File: config.mk
export PLATFORM = sky130hd
export DESIGN_NAME = serial_reg_file
export DESIGN_NICKNAME = d
export VERILOG_FILES = /design/src/rtl/serial_reg_file.sv
export SDC_FILE = /design/constraint.sdc
export NUM_CORES = 1
export LEC_CHECK = 0
export CAP_MARGIN = 10
export CORE_UTILIZATION = 30
export DETAILED_ROUTE_END_ITERATION = 8
export SLEW_MARGIN = 20
export SYNTH_ARGS = -nofsm -noshare
export SYNTH_HDL_FRONTEND = slang
export SYNTH_SLANG_ARGS = --single-unit
export TNS_END_PERCENT = 100
File: constraint.sdc
create_clock -name CLK -period 1.68 [get_ports CLK]
set_input_delay 0.336 -clock CLK [delete_from_list [all_inputs] [get_ports CLK]]
set_output_delay 0.336 -clock CLK [all_outputs]
set_load 0.005 [all_outputs]
File: src/rtl/serial_reg_file.sv
// serial_reg_file: byte-wide register file behind a 1-bit serial command bus.
// A host strobes WR_EN or RD_EN for one cycle, then shifts the address
// (and, for writes, the data) in on DIN MSB first. Reads return the selected
// register on DOUT, MSB first, after a single turnaround cycle.
// The highest-index register is a read-only constant; unmatched addresses
// read as zero and swallow writes silently.
module serial_reg_file #(
    parameter int                    N_REG            = 5,
    parameter int                    ADDR_WIDTH       = 8,
    parameter int                    DATA_WIDTH       = 8,
    parameter logic [DATA_WIDTH-1:0] DATA_VALUE_REG_5 = 8'h33,
    parameter logic [ADDR_WIDTH-1:0] ADDR [N_REG-1:0] = '{8'h55, 8'h06, 8'hA1, 8'h78, 8'h34}
) (
    input  logic CLK,
    input  logic RSTN,
    input  logic WR_EN,
    input  logic RD_EN,
    input  logic DIN,
    output logic DOUT
);

    // One counter serves both the address and data phases, so size it
    // for the longer of the two fields.
    localparam int MAX_W = (ADDR_WIDTH > DATA_WIDTH) ? ADDR_WIDTH : DATA_WIDTH;
    localparam int CNT_W = $clog2(MAX_W + 1);

    localparam logic [CNT_W-1:0] ADDR_LAST = CNT_W'(ADDR_WIDTH - 1);
    localparam logic [CNT_W-1:0] DATA_LAST = CNT_W'(DATA_WIDTH - 1);

    typedef enum logic [2:0] {
        IDLE   = 3'd0,
        W_ADDR = 3'd1,
        W_DATA = 3'd2,
        R_ADDR = 3'd3,
        R_TURN = 3'd4,
        R_DATA = 3'd5
    } state_t;

    // Despite its name, RSTN is an active-high synchronous reset.
    logic srst;
    assign srst = RSTN;

    state_t                  state_reg, state_next;
    logic [CNT_W-1:0]        cnt_reg, cnt_next;
    logic [ADDR_WIDTH-1:0]   addr_reg, addr_next;
    logic [DATA_WIDTH-1:0]   data_reg, data_next;
    logic [DATA_WIDTH-1:0]   out_reg, out_next;
    logic                    dout_reg, dout_next;

    logic                    wr_commit;
    logic [DATA_WIDTH-1:0]   wr_data;
    logic [N_REG-1:0]        match;
    logic [DATA_WIDTH-1:0]   rd_term [N_REG-1:0];
    logic [DATA_WIDTH-1:0]   rd_value;

    assign DOUT = dout_reg;

    // Address decode, storage and per-register read terms. The address
    // register holds the complete address from the end of the address phase
    // until the next command starts shifting, which covers both the write
    // commit cycle and the read turnaround cycle.
    generate
        for (genvar gi = 0; gi < N_REG; gi++) begin : g_reg
            assign match[gi] = (addr_reg == ADDR[gi]);

            if (gi < N_REG - 1) begin : g_rw
                logic [DATA_WIDTH-1:0] value_reg;

                // Writable register: loads on the last data bit of a matching write.
                always_ff @(posedge CLK) begin
                    if (srst) begin
                        value_reg <= '0;
                    end else if (wr_commit && match[gi]) begin
                        value_reg <= wr_data;
                    end
                end

                assign rd_term[gi] = match[gi] ? value_reg : '0;
            end else begin : g_ro
                // Read-only constant; writes to this address are dropped.
                assign rd_term[gi] = match[gi] ? DATA_VALUE_REG_5 : '0;
            end
        end
    endgenerate

    // Read mux: addresses are distinct, so at most one term is non-zero and
    // an unmatched address naturally yields zero.
    always_comb begin
        rd_value = '0;
        for (int i = 0; i < N_REG; i++) begin
            rd_value = rd_value | rd_term[i];
        end
    end

    // Next-state, shifter and output logic for the command sequencer.
    always_comb begin
        state_next = state_reg;
        cnt_next   = cnt_reg;
        addr_next  = addr_reg;
        data_next  = data_reg;
        out_next   = out_reg;
        dout_next  = 1'b0;
        wr_commit  = 1'b0;
        wr_data    = (data_reg << 1) | DATA_WIDTH'(DIN);

        case (state_reg)
            IDLE: begin
                cnt_next = '0;
                // Write takes priority when both strobes arrive together.
                if (WR_EN) begin
                    state_next = W_ADDR;
                end else if (RD_EN) begin
                    state_next = R_ADDR;
                end
            end

            W_ADDR, R_ADDR: begin
                addr_next = (addr_reg << 1) | ADDR_WIDTH'(DIN);
                if (cnt_reg == ADDR_LAST) begin
                    cnt_next   = '0;
                    state_next = (state_reg == W_ADDR) ? W_DATA : R_TURN;
                end else begin
                    cnt_next = cnt_reg + 1'b1;
                end
            end

            W_DATA: begin
                data_next = wr_data;
                if (cnt_reg == DATA_LAST) begin
                    wr_commit = 1'b1;
                    cnt_next  = '0;
                    // A strobe alongside the last data bit chains the next
                    // command with no idle cycle in between.
                    if (WR_EN) begin
                        state_next = W_ADDR;
                    end else if (RD_EN) begin
                        state_next = R_ADDR;
                    end else begin
                        state_next = IDLE;
                    end
                end else begin
                    cnt_next = cnt_reg + 1'b1;
                end
            end

            R_TURN: begin
                // MSB goes straight to DOUT; the shifter keeps the rest.
                dout_next  = rd_value[DATA_WIDTH-1];
                out_next   = rd_value << 1;
                cnt_next   = '0;
                state_next = R_DATA;
            end

            R_DATA: begin
                if (cnt_reg == DATA_LAST) begin
                    // All bits have been presented; drop DOUT and go idle.
                    dout_next  = 1'b0;
                    cnt_next   = '0;
                    state_next = IDLE;
                end else begin
                    dout_next = out_reg[DATA_WIDTH-1];
                    out_next  = out_reg << 1;
                    cnt_next  = cnt_reg + 1'b1;
                end
            end

            default: begin
                state_next = IDLE;
                cnt_next   = '0;
            end
        endcase
    end

    // Sequencer state and datapath registers; reset aborts any transaction.
    always_ff @(posedge CLK) begin
        if (srst) begin
            state_reg <= IDLE;
            cnt_reg   <= '0;
            addr_reg  <= '0;
            data_reg  <= '0;
            out_reg   <= '0;
            dout_reg  <= 1'b0;
        end else begin
            state_reg <= state_next;
            cnt_reg   <= cnt_next;
            addr_reg  <= addr_next;
            data_reg  <= data_next;
            out_reg   <= out_next;
            dout_reg  <= dout_next;
        end
    end

endmodule

==> flow_metrics.env <==
export IMPL_syn_area_sq_um=2930
export IMPL_muxShareOfSynthArea=0.171
export IMPL_pre_cts_ws_ns=-0.0277
export IMPL_synth_warnings=0
export IMPL_drv_slew=0
export IMPL_crit_chain="buf_4, nand2b_1, o41ai_4, buf_4, a221oi_2, a221oi_2"
export IMPL_start_util=0.314
export IMPL_arrival_ns=1.87
export IMPL_ant_nets=0
export IMPL_syn_avg_cell_area_sq_um=10.4
export IMPL_vias_per_cell=4.95
export IMPL_status="completed"
export IMPL_die_h_microns=101
export IMPL_crit_buf_inv=2
export IMPL_io_buffers=5
export IMPL_grt_pass1_vias=2149
export IMPL_cts_root_buffer="clkbuf_8"
export IMPL_antenna_cells=0
export IMPL_wl_per_cell_microns=14.7
export IMPL_drive_gt1_frac=0.248
export IMPL_skew_ns=0.00984
export IMPL_max_vdd_ir_drop_mv=0.355
export IMPL_cpPeakStageDelay_ns=0.41
export IMPL_ys_ff_latch=62
export IMPL_hold_buffers=0
export IMPL_synth_flop_cell="dfxtp_1"
export IMPL_synth_top_cell_area_share=0.424
export IMPL_finalSetupViolations=0
export IMPL_drt_wl_total_microns=6480
export IMPL_numClockSinks=62
export IMPL_worstReg2RegEnd="out_reg[6]$_SDFFE_PP0P_"
export IMPL_worst_pin_slew_ns=0.487
export IMPL_crit_fanout=6
export IMPL_finish_utilization=0.380
export IMPL_insertion_delay_ns=0.34
export IMPL_path_clk_slew_ns=0.07
export IMPL_largest_reg_flops=32
export IMPL_rr_worst_depth=6
export IMPL_place_hpwl_microns=4520
export IMPL_p_per_area_nw_per_um2=901
export IMPL_synth_fp_nets=288
export IMPL_hold_path_class="register to register"
export IMPL_worst_path_stages=6
export IMPL_synth_compound_area_frac=0.135
export IMPL_synthSimpleGateAreaFrac=0.218
export IMPL_grt_usage=0.142
export IMPL_die_area_sq_um=10200
export IMPL_finalCritPeriodShare=0.958
export IMPL_async_reset_ff_frac=0
export IMPL_drtPass1Iterations=4
export IMPL_multi_input_area_sq_um=1610
export IMPL_ctsLongestPathBuffers=2
export IMPL_rsz0062_at_grt="no"
export IMPL_grt_pass1_wl_microns=10900
export IMPL_drc=0
export IMPL_rows=35
export IMPL_cap_violations=0
export IMPL_reg2reg_slack_ns=0.07
export IMPL_timing_fmax_mhz=621
export IMPL_grt_overflow_total=0
export IMPL_nFillCells=913
export IMPL_synth_cells=282
export IMPL_design_portCount=6
export IMPL_yosys_area_share_xor_xnor=0.00598
export IMPL_synth_area_leader_cell="dfxtp_1"
export IMPL_yosysUniqueCellTypes=55
export IMPL_reg2reg_from="addr_reg[3]$_SDFFE_PP0P_"
export IMPL_yosysMostFrequentCell="dfxtp_1"
export IMPL_drtIter0Drc=120
export IMPL_synthTopCellsByCount="62 x dfxtp_1, 56 x nor2_1, 50 x mux2i_1"
export IMPL_grt_max_degree=25
export IMPL_crit_path_end_kind="register"
export IMPL_antenna_found_initial=0
export IMPL_crit_path_top_delay_cell="o41ai_4"
export IMPL_htreeDepth=3
export IMPL_finalWorstSetupSlack_ns=0.0701
export IMPL_crit_end="out_reg[6]$_SDFFE_PP0P_"
export IMPL_core_area_sq_um=9330
export IMPL_hold_viol=0
export IMPL_required_ns=1.94
export IMPL_relSlewSlack=0.675
export IMPL_synth_top_family_by_area="simple AND/OR/NAND/NOR gates"
export IMPL_critPathLaunch="addr_reg[3]$_SDFFE_PP0P_"
export IMPL_total_power_mw=3.19
export IMPL_synth_edf_count=0
export IMPL_ys_seq_area_frac=0.424
export IMPL_final_seq_area_sq_um=1250
export IMPL_synthAdderAreaFrac=0.00427
export IMPL_die_w_microns=101
export IMPL_critPathKind="register to register"
export IMPL_cts_tree="done"
export IMPL_finalNetCount=312
export IMPL_crit_family="compound AO/OA/AOI/OAI gates"
export IMPL_place_congestion=0.822
export IMPL_post_route_min_period_ns=1.61
export IMPL_vias=2176
export IMPL_synthTopCellsByArea="dfxtp_1 42%, mux2i_1 17%, nor2_1 7.2%, nand4_4 2.2%, nand2b_1 2.1%"
export IMPL_power_leakage_nw=1.57
export IMPL_syn_to_final_growth_pct=21.1
export IMPL_numCtsBuffers=9
export IMPL_crit_path_start_kind="register"
[logic make-up (layout without fill, tap and decap cells)]
| kind of cell | after synthesis | after routing |
|---|---|---|
| buffers and inverters | 22 | 51 |
| AOI/OAI and AO/OA | 42 | 42 |
| xor gates and xnor gates | 2 | 2 |
| adders and majority gates | 1 | 1 |
| muxes | 50 | 50 |
| DFF | 62 | 62 |
| and+or+nand+nor | 103 | 103 |
[area by class of cell]
class	count	area share
Timing Repair Buffer	33	0.0777
Clock buffer	10	0.0360
Clock inverter	6	0.0311
Tap cell	129	0.0455
Sequential cell	62	0.353
Multi-Input combinational cell	198	0.455
Inverter	2	0.00212
[how the worst min path moves through the flow]
stage                                     start                                      end  cells past startpoint  slack [ns]
final                     cnt_reg[0]$_SDFF_PP0_                    cnt_reg[0]$_SDFF_PP0_                      1        0.43
after detailed placement  cnt_reg[0]$_SDFF_PP0_                    cnt_reg[0]$_SDFF_PP0_                      1        0.46
after CTS                                  RSTN  g_reg[0].g_rw.value_reg[3]$_SDFFE_PP0P_                      2        0.41
after floorplan           cnt_reg[0]$_SDFF_PP0_                    cnt_reg[0]$_SDFF_PP0_                      1        0.42
after global placement    cnt_reg[0]$_SDFF_PP0_                    cnt_reg[0]$_SDFF_PP0_                      1        0.44
after global routing                       RSTN  g_reg[1].g_rw.value_reg[3]$_SDFFE_PP0P_                      2        0.44
[worst reg2reg max path, delay by kind of cell (launching register included)]
family                 cells  cell delay, ns
DFF                        1            0.36
buffers and inverters      2            0.34
AOI/OAI and AO/OA          3            0.65
and+or+nand+nor            1            0.18
[through the flow]
step	cell area [sq um]	cells	hold WS [ns]	TNS [ns]
floorplan	2930	282	0.418	0
global placement	3200	419	0.436	-0.0217
detailed placement	3200	419	0.462	-0.0461
CTS	3460	436	0.411	0
global route	3540	440	0.441	0
finish	3540	440	0.426	0
[repair_timing]
| item | 4_1_cts | 5_1_grt |
|---|---|---|
| endpoints found under the setup margin | 8 | 35 |
| setup buffers | 1 | 4 |
| endpoints found under the hold margin | 0 | 0 |
| pin swaps | 1 | 2 |
| gates resized for setup | 2 | 14 |
| cloned | 0 | 0 |
[per-layer routing]
metal,vias up,GRT usage,part of all wire
met5,-,0,0
met4,0,0.0468,0.011
met3,4,0.0499,0.048
met2,38,0.222,0.46
met1,1057,0.182,0.48
li1,1077,-,-
[cells in the final DEF, fill, tap and decap left out, drive strengths merged, types with 2 or more instances in the layout]
master         synthesis  routed
nand4b                 3       3
dfxtp                 62      62
nor2b                  2       2
nand3b                 4       4
a221oi                 7       7
a22oi                  6       6
or3                    2       2
o41ai                  2       2
a32o                   3       3
a22o                   4       4
mux2i                 50      50
nand2b                10      10
buf                   12      29
clkinvlp               0       2
nor3b                  2       2
and3                   3       3
and3b                  2       2
bufinv                 0       3
nor2                  57      57
nand4                  4       4
a211oi                 7       7
clkbuf                 8      10
clkdlybuf4s50          0       4
a21oi                  4       4
inv                    2       2
nor4b                  3       3
nand2                  2       2
nor4bb                 3       3
a21o                   2       2
[power breakdown]
group	internal, mW	switching (mW)
logic	0.0524	0.0731
clock network	0.983	0.588
registers	1.48	0.0168
total	2.52	0.678
No activity file was read; power rests on OpenSTA's default activity.
